$ cat src/rtl/pll_lock_supervisor_pkg.sv
// Shared types and helpers for the PLL lock supervisor.
package pll_lock_supervisor_pkg;

    // Width of the retry counter output
    localparam int unsigned RETRY_W = 4;

    // Supervisor FSM states
    typedef enum logic [2:0] {
        S_RESET  = 3'd0,
        S_WAIT   = 3'd1,
        S_STABLE = 3'd2,
        S_RUN    = 3'd3,
        S_FAIL   = 3'd4
    } state_t;

    // Ceiling log2, used to size counters from their limits
    function automatic int unsigned clog2(input int unsigned value);
        int unsigned width;
        width = 0;
        while ((64'd1 << width) < 64'(value)) begin
            width = width + 1;
        end
        return width;
    endfunction

endpackage

$ cat src/rtl/pll_lock_supervisor_sync.sv
// Multi-flop synchroniser bringing the asynchronous PLL locked flag into refclk.
module pll_lock_supervisor_sync
    import pll_lock_supervisor_pkg::*;
#(
    parameter int unsigned SYNC_STAGES = 2
) (
    input  logic refclk,
    input  logic rst,
    input  logic locked,
    output logic locked_s
);

    logic [SYNC_STAGES-1:0] sync_ff;

    // Shift the raw flag through the synchroniser chain
    always_ff @(posedge refclk or posedge rst) begin
        if (rst) begin
            sync_ff <= '0;
        end else begin
            sync_ff <= {sync_ff[SYNC_STAGES-2:0], locked};
        end
    end

    assign locked_s = sync_ff[SYNC_STAGES-1];

endmodule

$ cat src/rtl/pll_lock_supervisor.sv
// PLL lock supervisor: pulses PLL reset, waits for a stable lock, then
// releases the downstream system reset. Retries on lock timeout up to
// MAX_RETRY attempts and then latches fail; lock loss in RUN restarts.
// Optional build macro PLL_LOCK_SUPERVISOR_LOSS_CNT_EN adds an 8-bit
// saturating lock-loss counter output (loss_cnt).
module pll_lock_supervisor
    import pll_lock_supervisor_pkg::*;
#(
    parameter int unsigned SYNC_STAGES      = 2,
    parameter int unsigned PLL_RST_CYC      = 16,
    parameter int unsigned LOCK_TIMEOUT_CYC = 50000,
    parameter int unsigned LOCK_STABLE_CYC  = 1024,
    parameter int unsigned MAX_RETRY        = 4
) (
    input  logic               refclk,
    input  logic               rst,
    input  logic               pll_locked,
    output logic               pll_rst,
    output logic               sys_rst,
    output logic               lock_ok,
    output logic               fail,
    output logic [RETRY_W-1:0] retry_cnt
`ifdef PLL_LOCK_SUPERVISOR_LOSS_CNT_EN
    ,
    output logic [7:0]         loss_cnt
`endif
);

    localparam int unsigned RST_W = clog2(PLL_RST_CYC) + 1;
    localparam int unsigned TMO_W = clog2(LOCK_TIMEOUT_CYC) + 1;
    localparam int unsigned STB_W = clog2(LOCK_STABLE_CYC) + 1;

    localparam logic [RST_W-1:0]   RST_LAST  = RST_W'(PLL_RST_CYC - 1);
    localparam logic [TMO_W-1:0]   TMO_LAST  = TMO_W'(LOCK_TIMEOUT_CYC - 1);
    localparam logic [STB_W-1:0]   STB_DONE  = STB_W'(LOCK_STABLE_CYC);
    localparam logic [RETRY_W-1:0] RETRY_MAX = RETRY_W'(MAX_RETRY);

    state_t             state;
    state_t             state_next;
    logic               locked_s;
    logic [RST_W-1:0]   rst_cnt;
    logic [RST_W-1:0]   rst_cnt_next;
    logic [TMO_W-1:0]   tmo_cnt;
    logic [TMO_W-1:0]   tmo_cnt_next;
    logic [STB_W-1:0]   stb_cnt;
    logic [STB_W-1:0]   stb_cnt_next;
    logic [RETRY_W-1:0] retry_next;
    logic [RETRY_W-1:0] retry_inc;
    logic               timeout;
    logic               stable_done;
    state_t             timeout_state;
`ifdef PLL_LOCK_SUPERVISOR_LOSS_CNT_EN
    logic [7:0]         loss_next;
`endif

    pll_lock_supervisor_sync #(
        .SYNC_STAGES (SYNC_STAGES)
    ) u_sync (
        .refclk   (refclk),
        .rst      (rst),
        .locked   (pll_locked),
        .locked_s (locked_s)
    );

    assign timeout       = (tmo_cnt == TMO_LAST);
    assign stable_done   = locked_s && (stb_cnt == STB_DONE);
    assign retry_inc     = retry_cnt + RETRY_W'(1);
    assign timeout_state = (retry_inc == RETRY_MAX) ? S_FAIL : S_RESET;

    // State, counter and retry registers
    always_ff @(posedge refclk or posedge rst) begin
        if (rst) begin
            state     <= S_RESET;
            rst_cnt   <= '0;
            tmo_cnt   <= '0;
            stb_cnt   <= '0;
            retry_cnt <= '0;
        end else begin
            state     <= state_next;
            rst_cnt   <= rst_cnt_next;
            tmo_cnt   <= tmo_cnt_next;
            stb_cnt   <= stb_cnt_next;
            retry_cnt <= retry_next;
        end
    end

    // Next-state and counter update; stable completion beats a same-cycle timeout
    always_comb begin
        state_next   = state;
        rst_cnt_next = '0;
        tmo_cnt_next = tmo_cnt;
        stb_cnt_next = stb_cnt;
        retry_next   = retry_cnt;
`ifdef PLL_LOCK_SUPERVISOR_LOSS_CNT_EN
        loss_next    = loss_cnt;
`endif
        case (state)
            S_RESET: begin
                if (rst_cnt == RST_LAST) begin
                    state_next   = S_WAIT;
                    tmo_cnt_next = '0;
                    stb_cnt_next = '0;
                end else begin
                    rst_cnt_next = rst_cnt + RST_W'(1);
                end
            end
            S_WAIT: begin
                tmo_cnt_next = tmo_cnt + TMO_W'(1);
                if (timeout) begin
                    state_next   = timeout_state;
                    retry_next   = retry_inc;
                    tmo_cnt_next = '0;
                    stb_cnt_next = '0;
                end else if (locked_s) begin
                    state_next   = S_STABLE;
                    stb_cnt_next = STB_W'(1);
                end
            end
            S_STABLE: begin
                tmo_cnt_next = tmo_cnt + TMO_W'(1);
                if (stable_done) begin
                    state_next   = S_RUN;
                    tmo_cnt_next = '0;
                    stb_cnt_next = '0;
                end else if (timeout) begin
                    state_next   = timeout_state;
                    retry_next   = retry_inc;
                    tmo_cnt_next = '0;
                    stb_cnt_next = '0;
                end else if (locked_s) begin
                    stb_cnt_next = stb_cnt + STB_W'(1);
                end else begin
                    state_next   = S_WAIT;
                    stb_cnt_next = '0;
                end
            end
            S_RUN: begin
                if (!locked_s) begin
                    state_next = S_RESET;
                    retry_next = '0;
`ifdef PLL_LOCK_SUPERVISOR_LOSS_CNT_EN
                    loss_next  = (loss_cnt == 8'hFF) ? loss_cnt : loss_cnt + 8'd1;
`endif
                end
            end
            S_FAIL: begin
                state_next = S_FAIL;
            end
            default: begin
                state_next = S_RESET;
            end
        endcase
    end

    // Outputs are flopped from the next-state decode so they track the state register exactly
    always_ff @(posedge refclk or posedge rst) begin
        if (rst) begin
            pll_rst <= 1'b1;
            sys_rst <= 1'b1;
            lock_ok <= 1'b0;
            fail    <= 1'b0;
        end else begin
            pll_rst <= (state_next == S_RESET);
            sys_rst <= (state_next != S_RUN);
            lock_ok <= (state_next == S_RUN);
            fail    <= (state_next == S_FAIL);
        end
    end

`ifdef PLL_LOCK_SUPERVISOR_LOSS_CNT_EN
    // Lock-loss counter, cleared only by rst
    always_ff @(posedge refclk or posedge rst) begin
        if (rst) begin
            loss_cnt <= '0;
        end else begin
            loss_cnt <= loss_next;
        end
    end
`endif

endmodule
$ cat config.mk
export PLATFORM = sky130hd
export DESIGN_NAME = pll_lock_supervisor
export DESIGN_NICKNAME = d
export VERILOG_FILES = /design/src/rtl/pll_lock_supervisor_pkg.sv /design/src/rtl/pll_lock_supervisor_sync.sv /design/src/rtl/pll_lock_supervisor.sv
export SDC_FILE = /design/constraint.sdc
export NUM_CORES = 1
export LEC_CHECK = 0
export ABC_AREA = 1
export CORE_ASPECT_RATIO = 1.4
export CORE_MARGIN = 2
export CORE_UTILIZATION = 55
export CTS_CLUSTER_SIZE = 14
export DETAILED_ROUTE_END_ITERATION = 8
export GPL_TIMING_DRIVEN = 0
export PLACE_DENSITY = 0.83
export SYNTH_ARGS = -nofsm -noshare
export SYNTH_HDL_FRONTEND = slang
export SYNTH_SLANG_ARGS = --single-unit
$ cat constraint.sdc
create_clock -name refclk -period 2.2 [get_ports refclk]
set_input_delay 0.44 -clock refclk [delete_from_list [all_inputs] [get_ports refclk]]
set_output_delay 0.44 -clock refclk [all_outputs]
set_load 0.005 [all_outputs]
# Word level (Yosys, flattened, before mapping)
# Cells that the tools add are included.
word_totals:
  reg_bits: 46
  word_cells: 63
op_classes:
  n_reduce_logical: 8
  n_addsub: 4
  n_mux: 26
  n_eq_ne: 15
ops:
  columns: ["cell", "n"]
  rows:
  - ["$mux 11", 6]
  - ["$mux 17", 3]
  - ["$pmux 17 s3", 1]
  - ["$pmux 11 s3", 1]
  - ["$mux 3", 8]
  - ["$add 17x1->17 const B", 1]
  - ["$eq 17x16->1 const B", 1]
  - ["$pmux 3 s5", 1]
  - ["$mux 4", 3]
  - ["$pmux 4 s3", 1]
  - ["$add 11x1->11 const B", 1]
  - ["$eq 11x11->1 const B", 1]
  - ["$mux 5", 2]
  - ["$eq 3x2->1 const B", 3]
  - ["$eq 3x3->1 const B", 2]
  - ["$logic_not 3->1", 2]
  - ["$ne 2x2->1 const B", 3]
  - ["$ne 3x2->1 const B", 2]
  - ["$reduce_and 3->1", 2]
  - ["$reduce_bool 3->1", 2]
  - ["$add 5x1->5 const B", 1]
  - ["$eq 5x4->1 const B", 1]
  - ["$add 4x1->4 const B", 1]
  - ["$eq 4x3->1 const B", 1]
  - ["3 further kinds", 3]

# Logic depth before layout (Yosys ltp)
# Gate-level depths: netlist of the first run.
logic_depth:
  word_depth: 7
  depth_mapped: 11
  depth_no_buf: 11

# Hierarchy
# A second synthesis of the first run with hierarchy kept.
hier_totals:
  cells_unflattened: 343
  area_unflattened_um2: 2627.5
by_module_without_submodules:
  columns: ["mod", "instances", "area_each_um2", "cells_per_inst"]
  rows:
  - ["pll_lock_supervisor", 1, 2573.7, 340]
  - ["pll_lock_supervisor_sync", 1, 53.8, 3]

# Worst setup path after synthesis of the first run
# Ideal clock, no wire load.
synth_timing:
  kind: "register -> register"
  start: "reg rst_cnt[0]"
  end: "reg tmo_cnt[5]"
  t_arrival_ps: 1418
  n_path_buf: 1
  period_less_slack_ps: 1537
  slack_ps: 663
  path_stages_with_launch: 9
  path_cell_list: "dfrtp_1 -> ha_1 -> nand2_1 -> nor2_1 -> nand2_1 -> a21boi_4 -> buf_6 -> nand2_2 -> and3_1"
synth_between:
  elab_chain_len: 3
synth_rtl:
  columns: ["item", "line", "rtl"]
  rows:
  - ["start: declaration", "pll_lock_supervisor.sv:41", "logic [RST_W-1:0] rst_cnt;"]
  - ["start signal: assignment", "pll_lock_supervisor.sv:80", "rst_cnt <= rst_cnt_next;"]
  - ["$eq 5x4->1", "pll_lock_supervisor.sv:99", "if (rst_cnt == RST_LAST) begin"]
  - ["$ne 2x2->1 (no line)", null, null]
  - ["$reduce_and 2->1 (no line)", null, null]
  - ["end signal: assignment", "pll_lock_supervisor.sv:81", "tmo_cnt <= tmo_cnt_next;"]
  - ["end: declaration", "pll_lock_supervisor.sv:43", "logic [TMO_W-1:0] tmo_cnt;"]
# No other way between the ends.
# A chain may end at the register's enable or synchronous reset.

# Worst setup path in the final report of the first run
layout_timing:
  start: "reg stb_cnt[0]"
  end: "reg tmo_cnt[11]"
layout_between:
  elab_chain_len: 4
layout_rtl:
  columns: ["item", "line", "rtl"]
  rows:
  - ["start: declaration", "pll_lock_supervisor.sv:45", "logic [STB_W-1:0] stb_cnt;"]
  - ["start signal: assignment", "pll_lock_supervisor.sv:82", "stb_cnt <= stb_cnt_next;"]
  - ["$eq 11x11->1", "pll_lock_supervisor.sv:66", "assign stable_done = locked_s && (stb_cnt == STB_DONE);"]
  - ["$logic_and 1x1->1", "pll_lock_supervisor.sv:66", null]
  - ["$mux 17", "pll_lock_supervisor.sv:121", "if (stable_done) begin"]
  - ["$pmux 17 s3", "pll_lock_supervisor.sv:97", "case (state)"]
# No other way between the ends.

==> flow_metrics.env, run 1 <==
export IMPL_total_leakage_power_nw=1.37
export IMPL_crit_chain="inv_1, ha_1, and3_1, nand2_1, nand2_1, nand2_1, nand2_1, nand2_2, inv_2, nor2_1"
export IMPL_grt_pass1_vias=2171
export IMPL_cts_resized_gates=0
export IMPL_worstSetupPathType="flop to flop"
export IMPL_most_common_layout_cells="nand2_1, nor2_1, dfrtp_1, nand3_1, inv_1"
export IMPL_synth_top_area_share_pct=42.8
export IMPL_pwr_density_cell_nw_per_um2=906
export IMPL_clkLatencyLatePin_ps=300
export IMPL_crit_top_cell="nand2_1"
export IMPL_cp_slowest_cell="dfrtp_1"
export IMPL_setup_tns_ps=0
export IMPL_cp_required_ps=2440
export IMPL_cap_violations=0
export IMPL_p_total_mw=2.59
export IMPL_vias_per_cell=5.28
export IMPL_cts_root_buf="clkbuf_8"
export IMPL_synth_edf_count=0
export IMPL_ff2ff_path_depth=10
export IMPL_synth_warnings=0
export IMPL_worst_pin_slew_ps=469
export IMPL_die_area_um2=5250
export IMPL_fin_ws_ps=403
export IMPL_stdcell_count=430
export IMPL_syn_area_um2=2570
export IMPL_wire_per_inst_um=12.6
export IMPL_die_w_um=61.8
export IMPL_whs_ps=350
export IMPL_synth_area_leaders="dfrtp_1, nand2_1, nor2_1"
export IMPL_finClkSkew_ps=3.77
export IMPL_syn_to_final_growth_pct=11.2
export IMPL_hpwl_um=4020
export IMPL_drc_errors=0
export IMPL_setup_viol=0
export IMPL_pin_count=11
export IMPL_crit_arrival_ps=2030
export IMPL_cts_htree_levels=2
export IMPL_hold_buffers=0
export IMPL_ys_seq_elements=46
export IMPL_critical_path_max_stage_delay_ps=400
export IMPL_clockBufferDepth=2
export IMPL_syn_avg_cell_area_um2=7.37
export IMPL_period_minus_slack_ps=1800
export IMPL_synthArstFlopShare_pct=100
export IMPL_drtAntennaViolNets=0
export IMPL_initial_utilization_pct=56.7
export IMPL_drive_gt1_share_pct=8.97
export IMPL_hold_depth=0
export IMPL_r2r_start="stb_cnt[0]"
export IMPL_fin_crit_sh_pct=81.7
export IMPL_track_usage_pct=23.4
export IMPL_hold_path_class="flop to flop"
export IMPL_hp_start="u_sync.sync_ff[0]"
export IMPL_hold_viol=0
export IMPL_yosys_most_used_dff="dfrtp_1"
export IMPL_postPlaceCellArea_um2=2770
export IMPL_dp_cells=422
export IMPL_final_area_um2=2860
export IMPL_grt_pass1_wl_um=9310
export IMPL_place_ws_ps=406
export IMPL_final_common_cell="nand2_1"
export IMPL_cp_max_fo=10
export IMPL_diodes=0
export IMPL_cp_end_kind="flop"
export IMPL_crit_start="stb_cnt[0]"
export IMPL_start_kind="flop"
export IMPL_vdd_drop_max_uv=524
export IMPL_yosys_area_top_type="dfrtp_1"
export IMPL_utilization_pct=63.1
export IMPL_synthCells=349
export IMPL_coreArea_um2=4540
export IMPL_cts_sinks=46
export IMPL_rsz0062_at_grt="false"
export IMPL_nNetsFinal=375
export IMPL_routed_wl_um=5420
export IMPL_grt_max_degree=30
export IMPL_gr_total_overflow=0
export IMPL_rows=29
export IMPL_drv_slew=0
export IMPL_clk_pin_slew_ps=80
export IMPL_drtIter0Drc=160
export IMPL_synth_net_count=357
export IMPL_numPortBuffers=10
export IMPL_fp_dieH_um=84.9
export IMPL_post_cts_buffers=0
export IMPL_numCtsBuffers=5
export IMPL_fmax_mhz=556
export IMPL_drtPass1Iterations=4
export IMPL_netlist_cell_type_count=31
export IMPL_cts_tree="yes"
export IMPL_num_vias=2270
export IMPL_gp_congestion=0.886
export IMPL_relSlewSlack_pct=68.7
export IMPL_status="completed"
export IMPL_yosysSeqAreaShare_pct=44.8
export IMPL_antenna_found_initial=0
-- path summary, 6_finish.rpt --
| path | endpoint | slack, ps |
|---|---|---|
| worst min register to register | u_sync.sync_ff[1] | 350 |
| worst min-delay path | u_sync.sync_ff[1] | 350 |
| worst max register to register | tmo_cnt[11] | 400 |
| max in group asynchronous | pll_rst | 1200 |
| min in group asynchronous | lock_ok | 440 |
| worst max-delay path | tmo_cnt[11] | 400 |
-- state kept, by name, summed over array words and instances, names as in the netlist --
register and cells:
rst_cnt 5, tmo_cnt 17, u_sync.sync_ff 2, stb_cnt 11, sys_rst 1, lock_ok 1, pll_rst 1, state 3
retry_cnt 4, fail 1
-- Yosys cell counts, drive strengths merged, types with 3 or more instances --
library cell	n
inv	42
nor2	63
xnor2	3
nand3	33
a21oi	9
nor3	10
o21ai	18
dfrtp	44
nand2	92
xor2	8
nand4	7
ha	5
-- area by class of cell --
cell class	instances	area [um^2]
timing repair buffer	11	120
clock inverter	1	5.00
clock buffer	7	86.3
buffer	3	20.0
inverter	43	161
tap	62	77.6
fill	408	1670
sequential	46	1150
multi-input combinational	257	1240
-- worst max-delay path: cells and delay by family (launching register included) --
| family | cells | cell delay [ps] |
|---|---|---|
| DFF | 1 | 400 |
| buffers and inverters | 2 | 200 |
| adders and majority gates | 1 | 210 |
| and+or+nand+nor | 7 | 930 |
-- layer usage --
metal  up-vias  part of all wire, %  global-route usage (%)
met3         8                  3.2                    3.66
met2        43                   54                    41.2
met4         0                  1.9                    8.90
met1      1077                   40                    27.4
met5         -                    0                       0
li1       1142                    -                       -
-- kinds of logic (layout without fill, tap and decap cells) --
| logic type | Yosys count | in the layout | share of synthesized area, % |
|---|---|---|---|
| flip-flops | 46 | 46 | 44.8 |
| buffers and inverters | 46 | 65 | 7.05 |
| AND/OR/NAND/NOR | 209 | 209 | 34.8 |
| adder cells (fa/ha/maj) | 5 | 5 | 2.43 |
| XOR/XNOR | 11 | 11 | 3.75 |
| AO/OA/AOI/OAI | 32 | 32 | 7.10 |
-- report_power, final --
part	internal [mW]	switching (mW)	total [mW]
Combinational	0.319	0.669	0.988
Sequential	0.965	0.104	1.07
Clock	0.254	0.280	0.534
Total	1.54	1.05	2.59
(Power assumes the default switching activity.)
==> run 2: changes to the inputs <==
clock period = 1.68 ns   (was 2.2 ns; I/O delays follow)
==> flow_metrics.env, run 2 (synthesis gave the netlist of run 1 again) <==
export IMPL_relSlewSlack_pct=72.4
export IMPL_cp_required_ps=1880
export IMPL_crit_arrival_ps=1940
export IMPL_cp_max_fo=6
export IMPL_gr_total_overflow=0
export IMPL_drtAntennaViolNets=0
export IMPL_hold_buffers=0
export IMPL_worst_pin_slew_ps=413
export IMPL_drtPass1Iterations=5
export IMPL_most_common_layout_cells="nand2_1, nor2_1, dfrtp_1, inv_1, nand3_1"
export IMPL_syn_to_final_growth_pct=21.5
export IMPL_rows=29
export IMPL_num_vias=2414
export IMPL_hold_viol=0
export IMPL_worstSetupPathType="flop to flop"
export IMPL_numCtsBuffers=5
export IMPL_clockBufferDepth=2
export IMPL_grt_pass1_vias=2227
export IMPL_hold_path_class="primary input to asynchronous set/reset pin"
export IMPL_drive_gt1_share_pct=21.5
export IMPL_reg_top3="tmo_cnt (17), stb_cnt (11), rst_cnt (5)"
export IMPL_cp_slowest_cell="dfrtp_1"
export IMPL_initial_utilization_pct=56.7
export IMPL_rsz0062_at_grt="true"
export IMPL_dp_cells=422
export IMPL_p_comb_share_pct=45.4
export IMPL_die_w_um=61.8
export IMPL_finClkSkew_ps=8.03
export IMPL_wire_per_inst_um=14.2
export IMPL_vdd_drop_max_uv=750
export IMPL_fp_dieH_um=84.9
export IMPL_numPortBuffers=10
export IMPL_period_minus_slack_ps=1740
export IMPL_grt_pass1_wl_um=9720
export IMPL_track_usage_pct=24.4
export IMPL_final_area_um2=3130
export IMPL_swShare_pct=43.6
export IMPL_start_kind="flop"
export IMPL_postPlaceCellArea_um2=2770
export IMPL_cap_violations=0
export IMPL_routed_wl_um=6250
export IMPL_crit_chain="ha_2, nand2_2, nor2_4, nand2_2, a21boi_4, buf_6, nand3_2, and3_4"
export IMPL_diodes=0
export IMPL_nNetsFinal=384
export IMPL_grt_max_degree=30
export IMPL_p_total_mw=3.91
export IMPL_cts_sinks=46
export IMPL_clkLatencyLatePin_ps=310
export IMPL_status="complete, but fails checks"
export IMPL_antenna_found_initial=0
export IMPL_gp_congestion=0.886
export IMPL_fill_cells=361
export IMPL_drv_slew=0
export IMPL_fmax_mhz=574
export IMPL_setup_viol=10
export IMPL_cts_htree_levels=2
export IMPL_die_area_um2=5250
export IMPL_critical_path_max_stage_delay_ps=360
export IMPL_whs_ps=327
export IMPL_fin_ws_ps=-61.8
export IMPL_fin_crit_sh_pct=104
export IMPL_switching_power_mw=1.71
export IMPL_stdcell_count=439
export IMPL_p_clk_share_pct=18.2
export IMPL_total_leakage_power_nw=1.43
export IMPL_power_frac_seq_pct=36.4
export IMPL_cts_root_buf="clkbuf_8"
export IMPL_hpwl_um=4020
export IMPL_largest_register_ffs=17
export IMPL_drtIter0Drc=166
export IMPL_intPower_mw=2.21
export IMPL_cp_end_kind="flop"
export IMPL_violations="setup timing"
export IMPL_pwr_density_cell_nw_per_um2=1250
export IMPL_clk_pin_slew_ps=90
export IMPL_cts_tree="yes"
export IMPL_crit_top_cell="nand2_2"
export IMPL_top_register="tmo_cnt"
export IMPL_final_common_cell="nand2_1"
export IMPL_vias_per_cell=5.50
export IMPL_setup_tns_ps=-287
export IMPL_coreArea_um2=4540
export IMPL_pin_count=11
export IMPL_drc_errors=0
==> run 2: final timing paths <==
path | startpoint | end | slack [ps] | depth (start not counted)
setup / recovery | rst_cnt[1] | tmo_cnt[5] | -60 | 8
min in group refclk | u_sync.sync_ff[0] | u_sync.sync_ff[1] | 350 | 0
setup reg to reg | rst_cnt[1] | tmo_cnt[5] | -60 | 8
max in group asynchronous | rst | pll_rst | 790 | 3
hold reg to reg | u_sync.sync_ff[0] | u_sync.sync_ff[1] | 350 | 0
hold / removal | rst | retry_cnt[2] | 330 | 2
==> run 2: worst max-delay path, delay by kind of cell, from the launching register on <==
kind / cells / cell delay, ps
buf+inv: 1 / 200
compound gates: 1 / 280
flops: 1 / 360
fa+ha+maj: 1 / 210
simple gates: 5 / 590
==> run 2: layout make-up <==
type	instances	area, um^2	area share [%]
Buffer	3	21.3	0.680
Clock buffer	7	86.3	2.76
Clock inverter	1	5.00	0.160
Inverter	43	169	5.40
Multi-Input combinational cell	258	1430	45.7
Sequential cell	46	1150	36.9
Tap cell	62	77.6	2.48
Timing Repair Buffer	19	184	5.88
==> run 2: repair_timing <==
action,CTS,global route
pin swaps,2,14
endpoints found under the hold margin,0,0
gates cloned,1,1
setup buffers,3,4
endpoints found under the setup margin,26,29
gates resized for setup,14,44
==> run 2: metrics by stage <==
stage	util, %	setup slack [ps]
detailed placement	61.1	-114
CTS	64.7	-11.7
global route	68.9	-157
global placement	60.6	-630
floorplan	-	143
finish	68.9	-61.8
==> run 2: metal layers <==
layer,up-vias,track usage (%),part of all wire (%)
met5,-,0,0
met4,0,8.70,2.5
met3,16,3.81,4.1
met2,86,42.7,54
met1,1145,29.0,39
li1,1167,-,-
==> run 2: power by group through the flow <==
stage | logic (mW) | registers [mW] | clock network [mW]
global route | 1.95 | 1.44 | 0.757
CTS | 1.44 | 1.40 | 0.726
floorplan | 0.955 | 1.40 | 0
detailed placement | 1.29 | 1.42 | 0
global placement | 1.25 | 1.42 | 0
finish | 1.78 | 1.42 | 0.714
